## src/rtl/systolic_vector_ctrl.sv

```systemverilog
// Sequencer for a weight-stationary systolic_vector array.
// Loads weights, streams skewed feature vectors and captures tagged results.
module systolic_vector_ctrl #(
    parameter int WIDTH   = 8,
    parameter int ROW     = 2,
    parameter int MAX_LEN = 16,
    parameter int OUT_LAT = 2
) (
    input  logic                          clk_in1,
    input  logic                          rst_in1,
    input  logic                          start_in,
    input  logic [$clog2(MAX_LEN+1)-1:0]  vec_len_in,
    input  logic                          w_valid_in,
    output logic                          w_ready_out,
    input  logic [WIDTH-1:0]              w_data_in,
    input  logic                          f_valid_in,
    output logic                          f_ready_out,
    input  logic [WIDTH*ROW-1:0]          f_data_in,
    output logic                          arr_nrst_out,
    output logic                          arr_ctrl_out,
    output logic [WIDTH-1:0]              arr_weight_out,
    output logic [ROW-1:0][WIDTH-1:0]     arr_feature_out,
    input  logic [WIDTH-1:0]              arr_vec_in,
    output logic [WIDTH-1:0]              result_out,
    output logic                          result_valid_out,
    output logic                          busy_out,
    output logic                          done_out
);

    localparam int LW  = $clog2(MAX_LEN+1);
    localparam int D   = OUT_LAT + ROW;
    localparam int WCW = $clog2(ROW+1);
    localparam logic [WCW-1:0] W_LAST = WCW'(ROW-1);

    typedef enum logic [2:0] {
        IDLE,
        LOAD_W,
        STREAM,
        DRAIN,
        DONE
    } state_t;

    state_t state;
    state_t next_state;

    logic [LW-1:0]  len_q;
    logic [WCW-1:0] wcnt;
    logic [LW-1:0]  fcnt;
    logic [LW-1:0]  rcnt;
    logic [D-1:0]   tag;

    logic w_acc;
    logic f_acc;

    logic w_ready_d;
    logic f_ready_d;
    logic nrst_d;
    logic busy_d;
    logic done_d;

    assign w_acc = w_valid_in & w_ready_out;
    assign f_acc = f_valid_in & f_ready_out;

    // State register
    always_ff @(posedge clk_in1) begin
        if (rst_in1) begin
            state <= IDLE;
        end else begin
            state <= next_state;
        end
    end

    // Next-state logic
    always_comb begin
        next_state = state;
        unique case (state)
            IDLE: begin
                if (start_in) next_state = LOAD_W;
            end
            LOAD_W: begin
                if (w_acc && wcnt == W_LAST)
                    next_state = (len_q == '0) ? DONE : STREAM;
            end
            STREAM: begin
                if (f_acc && fcnt == len_q - LW'(1))
                    next_state = DRAIN;
            end
            DRAIN: begin
                if (tag == '0 && rcnt == len_q)
                    next_state = DONE;
            end
            DONE: begin
                next_state = IDLE;
            end
            default: next_state = IDLE;
        endcase
    end

    // Output decode from the upcoming state so every output is a flop
    always_comb begin
        w_ready_d = 1'b0;
        f_ready_d = 1'b0;
        nrst_d    = 1'b0;
        case (next_state)
            LOAD_W: begin
                w_ready_d = 1'b1;
                nrst_d    = 1'b1;
            end
            STREAM: begin
                f_ready_d = 1'b1;
                nrst_d    = 1'b1;
            end
            DRAIN: begin
                nrst_d = 1'b1;
            end
            default: ;
        endcase
        busy_d = (next_state != IDLE);
        done_d = (next_state == DONE);
    end

    // Registered control outputs
    always_ff @(posedge clk_in1) begin
        if (rst_in1) begin
            w_ready_out  <= 1'b0;
            f_ready_out  <= 1'b0;
            arr_nrst_out <= 1'b0;
            busy_out     <= 1'b0;
            done_out     <= 1'b0;
        end else begin
            w_ready_out  <= w_ready_d;
            f_ready_out  <= f_ready_d;
            arr_nrst_out <= nrst_d;
            busy_out     <= busy_d;
            done_out     <= done_d;
        end
    end

    // Job counters, weight drive, tag pipe and result capture
    always_ff @(posedge clk_in1) begin
        if (rst_in1) begin
            len_q            <= '0;
            wcnt             <= '0;
            fcnt             <= '0;
            rcnt             <= '0;
            tag              <= '0;
            arr_ctrl_out     <= 1'b0;
            arr_weight_out   <= '0;
            result_out       <= '0;
            result_valid_out <= 1'b0;
        end else begin
            if (state == IDLE && start_in) begin
                len_q <= vec_len_in;
                wcnt  <= '0;
                fcnt  <= '0;
                rcnt  <= '0;
            end else begin
                if (w_acc)      wcnt <= wcnt + WCW'(1);
                if (f_acc)      fcnt <= fcnt + LW'(1);
                if (tag[D-1])   rcnt <= rcnt + LW'(1);
            end
            arr_ctrl_out     <= w_acc;
            arr_weight_out   <= w_acc ? w_data_in : '0;
            tag              <= {tag[D-2:0], f_acc};
            result_valid_out <= tag[D-1];
            if (tag[D-1]) result_out <= arr_vec_in;
        end
    end

    // Per-row skew line: row r holds r+1 flops, bubbles enter as zero
    for (genvar r = 0; r < ROW; r++) begin : g_row
        logic [WIDTH-1:0] pipe [0:r];

        // Shift the row's feature toward the array
        always_ff @(posedge clk_in1) begin
            if (rst_in1) begin
                for (int k = 0; k <= r; k++) pipe[k] <= '0;
            end else begin
                pipe[0] <= f_acc ? f_data_in[r*WIDTH +: WIDTH] : '0;
                for (int k = 1; k <= r; k++) pipe[k] <= pipe[k-1];
            end
        end

        assign arr_feature_out[r] = pipe[r];
    end

endmodule
```

## config.mk

```make
export PLATFORM = sky130hd
export DESIGN_NAME = systolic_vector_ctrl
export DESIGN_NICKNAME = d
export VERILOG_FILES = /design/src/rtl/systolic_vector_ctrl.sv
export SDC_FILE = /design/constraint.sdc
export NUM_CORES = 1
export LEC_CHECK = 0
export CORE_ASPECT_RATIO = 0.75
export CORE_MARGIN = 4
export CORE_UTILIZATION = 49
export CTS_CLUSTER_SIZE = 8
export DETAILED_ROUTE_END_ITERATION = 10
export PLACE_DENSITY_LB_ADDON = 0.1
export SETUP_SLACK_MARGIN = 0.02
export SYNTH_ARGS = -nofsm -noshare
export SYNTH_HDL_FRONTEND = slang
export SYNTH_SLANG_ARGS = --single-unit
```

## constraint.sdc

```tcl
create_clock -name clk_in1 -period 4.75 [get_ports clk_in1]
set_input_delay 0.95 -clock clk_in1 [delete_from_list [all_inputs] [get_ports clk_in1]]
set_output_delay 0.95 -clock clk_in1 [all_outputs]
set_load 0.01 [all_outputs]
```

[Yosys cells after proc, flatten, opt, wreduce, memory -nomap -nowiden]
Memories as Yosys holds them, arrays and structs flattened.
Cells that the tools add are included.
Operators by class
  add/subtract/negate cells: 4
  eq/ne operators: 10
  mux-type cells: 18
  bitwise gates (word level): 5
  reduce and logical (&&, ||, !) cells: 12
Operators by type and width (count)
  $mux W8: 5
  $mux W3: 5
  $eq A3 B2 Y1 const B: 4
  $pmux W3 S4: 1
  $add A5 B1 Y5 const B: 2
  $eq A5 B5 Y1: 2
  $reduce_or A8 Y1: 1
  $mux W1: 7
  $eq A3 B1 Y1 const B: 2
  $logic_not A5 Y1: 1
  $sub A5 B1 Y5 const B: 1
  $logic_and A1 B1 Y1: 4
  $logic_not A4 Y1: 1
  $reduce_or A2 Y1: 2
  $eq A3 B3 Y1 const B: 1
  $logic_not A3 Y1: 1
  $reduce_bool A3 Y1: 1
  $reduce_or A3 Y1: 1
  $add A2 B1 Y2 const B: 1
  $and A1 B1 Y1: 2
  $eq A2 B1 Y1 const B: 1
  $or A1 B1 Y1: 2
  $not A1 Y1: 1
Word-level totals
  register bits after elaboration: 47
  RAM bits: 24
  input bits: 42
  output and inout bits: 39
  logic and storage cells: 66
  memories: 2
Memories
  g_row[1].pipe: depth 2, width 8, rd ports 2, clocked after Yosys merged registers in 0, write ports 2, RTL line 172  | logic [WIDTH-1:0] pipe [0:r];
  g_row[0].pipe: depth 1, width 8, rd ports 1, clocked after Yosys merged registers in 0, write ports 1, RTL line 172

[Depth between registers and ports, before layout]
Gate-level depths: netlist (run 1).
  word-level depth: 8
  mapped depth: 8
  depth with buffers taken out: 8

[Least setup slack after synthesis (run 1)]
No wires, ideal clock.
  path type: input-to-reg
  start: input start_in
  end: register fcnt[0]
  setup time: 0.128 ns
  arrival: 2.041 ns
  required time: 4.622 ns
  slack: 2.581 ns
  cell stages on the path: 4
  buffers on the path: 1
  cells stage by stage: nor4b_2 -> or2_2 -> clkbuf_1 -> nor2_1
On the way
  word-level cells in the longest chain between the ends: 2
RTL lines
  start, declared: RTL line 11  | input logic start_in,
  $logic_and A1 B1 Y1: RTL line 152  | if (state == IDLE && start_in) begin
  $reduce_or A2 Y1 (no source line)
  end signal, assigned: RTL line 159  | if (f_acc) fcnt <= fcnt + LW'(1);
  end, declared: RTL line 48  | logic [LW-1:0] fcnt;
Every way passes these cells.
A chain may end at the register's enable or synchronous reset.

[Worst setup path after layout (run 1)]
  start: input rst_in1
  end: memory g_row[0].pipe[0][6]
On the way
  word-level cells in the longest chain between the ends: 3
  elaborated cells on any way between the ends: 6
  those cells by class: mux: 5; reduce/logical: 1
RTL lines
  start, declared: RTL line 10  | input logic rst_in1,
  $mux W1, on equally long branches: RTL line 179, 176
  $reduce_or A8 Y1 (no source line) / $mux W1 (equally long branches)
  $mux W8 (no source line) / $mux W1 (equally long branches)
  end, declared: RTL line 172
Several ways; a longest one is shown, not always the timed one.

==> out/qor.yml, run 1 <==
status: "finished clean"
reg2reg_slack_ps: 2620
finalHoldViolCount: 0
core_region_area_sq_mm: 0.00495
switching_share: 0.205
comb_power_share: 0.067
cts_tree: "built"
nNetsFinal: 368
fp.dieH_microns: 70.5
clockBufferDepth: 2
synthArstFlopShare: 0
cp-endpoint: "g_row[0].pipe[0][6]"
clock_latency_ps: 340
path_clk_slew_ps: 70
synth.distinct_cells: 34
slew_headroom: 0.433
critPathCaptureType: "register"
ioPinCount: 81
crit_type: "input port to register"
setup_violations: 0
dieWidth_microns: 91.4
critical_path.max_fanout: 19
antenna_left: 0
grt_pass1_wl_microns: 8070
start_util: 0.516
grt_pass1_vias: 1756
r2r-start: "tag[3]"
clkSinkCount: 71
vias_per_cell: 4.73
setup-tns-final_ps: 0
layout_min_cycle_time_ps: 2630
grtUsageTotal: 0.158
hpwl_microns: 3430
synth.yosys.warnings: 0
h-tree-depth: 3
fin_skew_ps: 7.83
internal-power_mw: 1.01
synthFlopType: "dfxtp_1"
dr_total_vias: 1831
die_area_sq_mm: 0.00645
post_cts_buffers: 0
diodes: 0
fill_cells: 394
remaining_drc_errors: 0
cts_root_buffer: "clkbuf_8"
start_kind: "input port"
synth_area_sq_mm: 0.00255
syn_inst: 247
routabilityCongestion: 0.766
rows: 22
pwr-share-seq: 0.481
wl_per_cell_microns: 12.4
rsz0062_at_grt: "no"
max-vdd-ir-drop_mv: 0.227
grt_max_degree: 20
cap_violations: 0
leakagePower_nw: 1.39
worst-r2r-cell-count: 6
slew_violations: 0
wirelength_microns: 4820
cts_buffers: 9
area_growth_pct: 40.2
worst_pin_slew_ps: 848
ys_seq_area_frac: 0.556
io_buffer_count: 80
power_switching_uw: 260
critPathRequiredTime_ps: 5030
antenna_found_initial: 0
hold_path.class: "register to register"
crit_start: "rst_in1"
synth_edf_count: 0
total_power_mw: 1.27
worstPathArrival_ps: 2910
grt_remaining_overflow: 0
cts_resized: 0
synth_nets: 293
dr.pass1.iters: 4
ctsHoldBuffers: 0
powerDensity_mw_per_mm2: 353
timing.rr.end: "f_ready_out"
drive_above_1_share: 0.0765
finalCritPeriodShare: 0.554
fmax_mhz: 380
clkPwrFrac: 0.452
ys_ff_latch: 71
syn_avg_cell_area_sq_um: 10.3
drt_iter0_drc: 69
-- synthesized netlist by cell type, drive strengths merged (2+ instances only) --
cell type  instances  area share
inv                5      0.0073
or4b               2      0.0078
nor2b             13       0.032
o21ai              3      0.0059
xor2              12       0.041
nor4               3      0.0098
xnor2              7       0.024
nor2              36       0.053
and2              27       0.067
mux2i             12       0.047
nand2              8       0.012
clkbuf             8       0.012
dfxtp             71        0.56
nand2b             2      0.0049
nand4              5       0.012
o211ai             2      0.0059
nor3               4      0.0078
a21oi              5      0.0098
buf                9       0.028
ha                 4       0.020
-- layout by cell type, fill, tap and decap left out, drive strengths merged, types with 2 or more instances in the layout --
cell           Yosys  layout
nand2b             2       2
nor2              36      36
and2              27      27
o21ai              3       3
clkbuf             8       9
dfxtp             71      71
ha                 4       4
xnor2              7       7
nand4              5       5
or4b               2       2
clkinv             0       2
a21oi              5       5
clkdlybuf4s50      0      80
nor4               3       3
xor2              12      12
o211ai             2       2
nor3               4       4
bufinv             0       3
nand2              8       8
mux2i             12      12
inv                5       6
nor2b             13      13
-- area by class of cell --
| cell class | instances | area, sq um | share of cell area |
|---|---|---|---|
| Clock inverter | 7 | 120 | 0.0335 |
| Multi-Input combinational cell | 154 | 1010 | 0.283 |
| Clock buffer | 9 | 124 | 0.0346 |
| Sequential cell | 71 | 1420 | 0.397 |
| Timing Repair Buffer | 81 | 808 | 0.226 |
| Inverter | 5 | 18.8 | 0.00524 |
| Tap cell | 60 | 75.1 | 0.0210 |
-- per-layer routing --
| layer | vias to the layer above | global-route usage | part of all wire |
|---|---|---|---|
| li1 | 949 | - | - |
| met1 | 821 | 0.195 | 0.46 |
| met2 | 57 | 0.251 | 0.46 |
| met3 | 4 | 0.0691 | 0.080 |
| met4 | 0 | 0.0502 | 0.0062 |
| met5 | - | 0 | 0 |
-- worst max-delay path: stages --
cell,delay (ps)
clkdlybuf4s50_1,730
buf_4,370
nor2_1,620
and2_1,230
-- worst min-delay path by stage --
stage                         from              endpoint  cells after the start
5_1_grt        g_row[1].pipe[0][2]  g_row[1].pipe[0][10]                      1
6_report       g_row[1].pipe[0][7]  g_row[1].pipe[0][15]                      1
2_1_floorplan  g_row[1].pipe[0][2]  g_row[1].pipe[0][10]                      1
4_1_cts        g_row[1].pipe[0][6]  g_row[1].pipe[0][14]                      1
3_5_place_dp   g_row[1].pipe[0][6]  g_row[1].pipe[0][14]                      1
3_3_place_gp   g_row[1].pipe[0][6]  g_row[1].pipe[0][14]                      1
-- state kept, by name, summed over array words and instances, names as in the netlist --
signal            cells
tag                   4
fcnt                  5
done_out              1
busy_out              1
rcnt                  5
f_ready_out           1
wcnt                  2
arr_ctrl_out          1
g_row.pipe           24
arr_nrst_out          1
w_ready_out           1
arr_weight_out        8
result_out            8
len_q                 5
result_valid_out      1
state                 3
-- kinds of logic (layout without fill, tap and decap cells) --
kind of cell / after synthesis / after routing / share of synthesized area
AO/OA/AOI/OAI: 15 / 15 / 0.0431
XOR/XNOR: 19 / 19 / 0.0651
adder cells (fa/ha/maj): 4 / 4 / 0.0196
buffers and inverters: 22 / 102 / 0.0470
flip-flops: 71 / 71 / 0.556
multiplexers: 12 / 12 / 0.0470
AND/OR/NAND/NOR: 104 / 104 / 0.222
-- power by group through the flow --
stage	Combinational (mW)	Sequential [mW]	Clock [mW]
floorplan	0.0355	0.623	0
global placement	0.0841	0.623	0
detailed placement	0.0851	0.623	0
CTS	0.0863	0.609	0.589
global route	0.0934	0.610	0.613
finish	0.0851	0.609	0.572
-- metrics by stage --
stage | worst slack, ps | utilization | cell area [sq um] | hold WS, ps | std cells
3_3_place_gp | 1730 | 0.673 | 3340 | 417 | 371
2_1_floorplan | 2580 | - | 2550 | 414 | 247
5_1_grt | 1880 | 0.723 | 3580 | 451 | 387
4_1_cts | 2030 | 0.723 | 3580 | 441 | 387
6_report | 2120 | 0.723 | 3580 | 439 | 387
3_5_place_dp | 1670 | 0.673 | 3340 | 422 | 371
Power figures use the tool's default switching activity.
==> inputs of run 2 (changes only) <==
--- a/config.mk
+++ b/config.mk
@@ -7,7 +7,7 @@
 export LEC_CHECK = 0
 export CORE_ASPECT_RATIO = 0.75
 export CORE_MARGIN = 4
-export CORE_UTILIZATION = 49
+export CORE_UTILIZATION = 41
 export CTS_CLUSTER_SIZE = 8
 export DETAILED_ROUTE_END_ITERATION = 10
 export PLACE_DENSITY_LB_ADDON = 0.1
==> constraint.sdc (replaced) <==
create_clock -name clk_in1 -period 2.2 [get_ports clk_in1]
set_input_delay 0.44 -clock clk_in1 [delete_from_list [all_inputs] [get_ports clk_in1]]
set_output_delay 0.44 -clock clk_in1 [all_outputs]
set_load 0.01 [all_outputs]
==> run 2 against run 1 <==
Setup slack worse by 1800 ps; worst hold slack hardly changed; sequential share of layout area decreased by 0.083 points; critical path depth up 4; clock-buffer cell count rose by 1.
==> out/qor.yml, run 2 (synthesized netlist as in run 1, its figures left out) <==
worst_pin_slew_ps: 825
wirelength_microns: 4930
pwr-share-seq: 0.518
ctsHoldBuffers: 0
fill_cells: 511
antenna_left: 0
grt_max_degree: 35
antenna_found_initial: 0
final_common_cell: "clkdlybuf4s50_1"
grt_pass1_vias: 1770
post_cts_buffers: 0
wl_per_cell_microns: 12.1
core_region_area_sq_mm: 0.00592
design_area_sq_mm: 0.00359
drt_iter0_drc: 14
grtUsageTotal: 0.138
cts_root_buffer: "clkbuf_8"
critPathSlowestCell: "or4b_1"
max_stage_delay_ps: 500
slew_headroom: 0.448
area_growth_pct: 40.5
internal-power_mw: 1.97
layout.cells.most_common_list: "clkdlybuf4s50_1 (80), dfxtp_1 (71), nor2_1 (36)"
cts_resized: 0
clockBufferDepth: 2
instances_no_fill: 408
layout_min_cycle_time_ps: 1910
nNetsFinal: 371
drive_above_1_share: 0.0848
place_area_sq_mm: 0.00338
fp.dieH_microns: 76.4
regArea_sq_mm: 0.00142
total_power_mw: 2.54
path_clk_slew_ps: 80
place_inst: 392
finalCritPeriodShare: 0.868
io_buffer_count: 80
grt_remaining_overflow: 0
grt_pass1_wl_microns: 8250
critPathRequiredTime_ps: 2430
dr.pass1.iters: 4
critical_path.max_fanout: 4
critPathCaptureType: "register"
leakagePower_nw: 1.38
clock_latency_ps: 340
power_switching_uw: 564
hold_path.class: "register to register"
start_kind: "register"
comb_power_share: 0.072
slew_violations: 0
start_util: 0.432
multi_input_area_sq_mm: 0.00101
routabilityCongestion: 0.767
powerDensity_mw_per_mm2: 707
status: "finished clean"
clkPwrFrac: 0.409
cap_violations: 0
rsz0062_at_grt: "no"
finalHoldViolCount: 0
fmax_mhz: 523
place_ws_ps: 66.8
max-vdd-ir-drop_mv: 0.321
fin_ws_ps: 290
switching_share: 0.222
dr_total_vias: 1815
die_area_sq_mm: 0.00757
worstPathArrival_ps: 2140
remaining_drc_errors: 0
crit_chain: "inv_1, ha_1, or4b_1, nor2b_1, o21ai_0, a31o_4, inv_2, and2_1"
crit_type: "register to register"
setup-tns-final_ps: 0
cts_tree: "built"
largest_reg_flops: 24
setup_violations: 0
h-tree-depth: 3
reg_top3: "g_row.pipe x24, arr_weight_out x8, result_out x8"
diodes: 0
dieWidth_microns: 99.2
vias_per_cell: 4.45
ioPinCount: 81
clkSinkCount: 71
fin_skew_ps: 5.84
finish.utilization: 0.607
hold_ws_ps: 439
largest_register: "g_row.pipe"
cts_buffers: 9
hpwl_microns: 3510
rows: 24
run 2: final timing paths:
kind	startpoint	cells past startpoint	end	slack, ps
hold reg to reg	g_row[1].pipe[0][2]	1	g_row[1].pipe[0][10]	440
setup / recovery	len_q[0]	8	f_ready_out	290
setup reg to reg	len_q[0]	8	f_ready_out	290
hold / removal	g_row[1].pipe[0][2]	1	g_row[1].pipe[0][10]	440
run 2: layer usage:
layer | wire [microns] | part of all wire | track usage
met5 | 0 | 0 | 0
met4 | 53 | 0.011 | 0.0696
met3 | 518 | 0.11 | 0.0750
met2 | 2080 | 0.42 | 0.192
met1 | 2290 | 0.46 | 0.171
run 2: area by class of cell:
type	count	share of cell area
flip-flops and latches	71	0.396
multi-input cells	154	0.282
repair buffers	84	0.232
clock buffers	10	0.0384
well taps	78	0.0272
clock inverters	6	0.0192
inverters	5	0.00523
run 2: power by group through the flow:
stage	sequential, mW	combinational (mW)	clock (mW)
5_1_grt	1.32	0.201	1.14
4_1_cts	1.32	0.186	1.08
6_report	1.32	0.184	1.04
3_3_place_gp	1.35	0.183	0
2_1_floorplan	1.35	0.0765	0
3_5_place_dp	1.35	0.185	0
run 2: worst max-delay path, delay by kind of cell, from the launching register on:
kind	cells	cell delay, ps
flops	1	360
buf+inv	2	120
simple gates	3	770
fa+ha+maj	1	210
compound gates	2	330
==> inputs of run 3 (changes only) <==
--- a/config.mk
+++ b/config.mk
@@ -10,7 +10,7 @@
 export CORE_UTILIZATION = 41
 export CTS_CLUSTER_SIZE = 8
 export DETAILED_ROUTE_END_ITERATION = 10
-export PLACE_DENSITY_LB_ADDON = 0.1
+export PLACE_DENSITY = 0.73
 export SETUP_SLACK_MARGIN = 0.02
 export SYNTH_ARGS = -nofsm -noshare
 export SYNTH_HDL_FRONTEND = slang
==> run 3 against run 2 <==
First-iteration DRC count grew to 4.0 times the previous value; combinational power grew 2%; routed wire length grew 6.3%; setup slack lost 42 ps; largest power group unchanged; critical path depth shrank 2; critical path type is now input port to register; via count grew 2.3%.
==> out/qor.yml, run 3 (synthesized netlist as in run 1, its figures left out) <==
cts_root_buffer: "clkbuf_8"
fill_cells: 487
wl_met1_microns: 2500
largest_register: "g_row.pipe"
layout_min_cycle_time_ps: 1950
hpwl_microns: 3860
remaining_drc_errors: 0
layout.cells.most_common_list: "clkdlybuf4s50_1 (80), dfxtp_1 (71), nor2_1 (36)"
clock_latency_ps: 340
diodes: 0
nNetsFinal: 372
worst_pin_slew_ps: 449
setup_violations: 0
ctsHoldBuffers: 0
finalCritPeriodShare: 0.887
internal-power_mw: 2.17
antenna_left: 0
power_switching_uw: 574
status: "finished clean"
wl_per_cell_microns: 12.8
leakagePower_nw: 1.41
crit_type: "input port to register"
core_region_area_sq_mm: 0.00592
cts_resized: 0
regArea_sq_mm: 0.00142
post_cts_buffers: 0
start_kind: "input port"
crit_chain: "clkdlybuf4s50_1, nand2_1, or4b_1, nor4_1, a211oi_2, and2_1"
cts_tree: "built"
dieWidth_microns: 99.2
final_common_cell: "clkdlybuf4s50_1"
slew_violations: 0
largest_reg_flops: 24
antenna_found_initial: 0
rows: 24
multi_input_area_sq_mm: 0.00101
cts_buffers: 9
io_buffer_count: 80
clockBufferDepth: 2
critPathSlowestCell: "or4b_1"
slew_headroom: 0.700
die_area_sq_mm: 0.00757
max_stage_delay_ps: 520
worstPathArrival_ps: 2190
r2r-start: "len_q[0]"
min_from: "g_row[1].pipe[0][5]"
start_util: 0.432
rsz0062_at_grt: "no"
ioPinCount: 81
wl_met2_microns: 2020
wirelength_microns: 5250
max-vdd-ir-drop_mv: 0.390
cap_violations: 0
fin_skew_ps: 6.09
critPathRequiredTime_ps: 2440
comb_power_share: 0.068
crit_family: "simple AND/OR/NAND/NOR gates"
critical_path.max_fanout: 3
grt_pass1_vias: 1848
crit_start: "f_valid_in"
routabilityCongestion: 0.838
fmax_mhz: 512
clkSinkCount: 71
clkPwrFrac: 0.453
h-tree-depth: 3
dr.pass1.iters: 4
finalHoldViolCount: 0
critPathCaptureType: "register"
cp_num_buf_inv: 1
drt_iter0_drc: 56
top_layer_used: "met4"
path_clk_slew_ps: 70
hold_path.class: "register to register"
grtUsageTotal: 0.144
fp.dieH_microns: 76.4
grt_remaining_overflow: 0
wl_met3_microns: 651
grt_max_degree: 21
pwr-share-seq: 0.478
dr_total_vias: 1857
vias_per_cell: 4.54
hold_ws_ps: 439
powerDensity_mw_per_mm2: 756
drive_above_1_share: 0.0876
finish.utilization: 0.614
grt_pass1_wl_microns: 8650
switching_share: 0.209
reg_top3: "g_row.pipe x24, arr_weight_out x8, result_out x8"
area_growth_pct: 42.3
-- run 3: cell count changes in the layout (fill, tap and decap cells not counted), sizes merged --
cell / delta
clkinv: +4
clkinvlp: -4
bufinv: +2
buf: +1
clkbuf: -1
inv: -1
-- run 3: routing by layer --
metal  vias up  track usage
li1        951            -
met1       819        0.185
met2        77        0.200
met3        10       0.0878
met4         0       0.0423
met5         -            0
-- run 3: power groups by stage --
stage	logic [mW]	registers, mW	clock network (mW)
finish	0.188	1.32	1.25
global route	0.205	1.32	1.35
CTS	0.189	1.32	1.29
detailed placement	0.188	1.35	0
global placement	0.186	1.34	0
floorplan	0.0765	1.35	0
-- run 3: path summary, 6_finish.rpt --
check	endpoint	slack (ps)	cells after the start
setup / recovery	f_ready_out	250	6
hold / removal	g_row[1].pipe[0][13]	440	1
setup reg to reg	f_ready_out	290	8
hold reg to reg	g_row[1].pipe[0][13]	440	1
-- run 3: stage by stage --
stage / TNS [ps] / setup slack (ps) / total power [mW] / instance area [sq um] / instances
global route: 0 / 161 / 2.87 / 3630 / 409
detailed placement: -34.9 / -34.9 / 1.53 / 3390 / 393
floorplan: 0 / 395 / 1.42 / 2550 / 247
global placement: 0 / 71.1 / 1.53 / 3390 / 393
CTS: 0 / 289 / 2.79 / 3630 / 409
finish: 0 / 248 / 2.75 / 3630 / 409
-- run 3: cell type report --
type / instances / share of cell area
Timing Repair Buffer: 85 / 0.231
Clock inverter: 7 / 0.0334
Tap cell: 78 / 0.0269
Inverter: 5 / 0.00516
Clock buffer: 9 / 0.0341
Sequential cell: 71 / 0.391
Multi-Input combinational cell: 154 / 0.279
-- run 3: worst reg2reg max path, stage by stage (launching register included) --
cell	delay [ps]
dfxtp_1	360
inv_1	90
ha_1	200
or4b_1	510
nor2b_1	160
o21ai_0	210
a31o_4	140
inv_2	30
and2_1	120
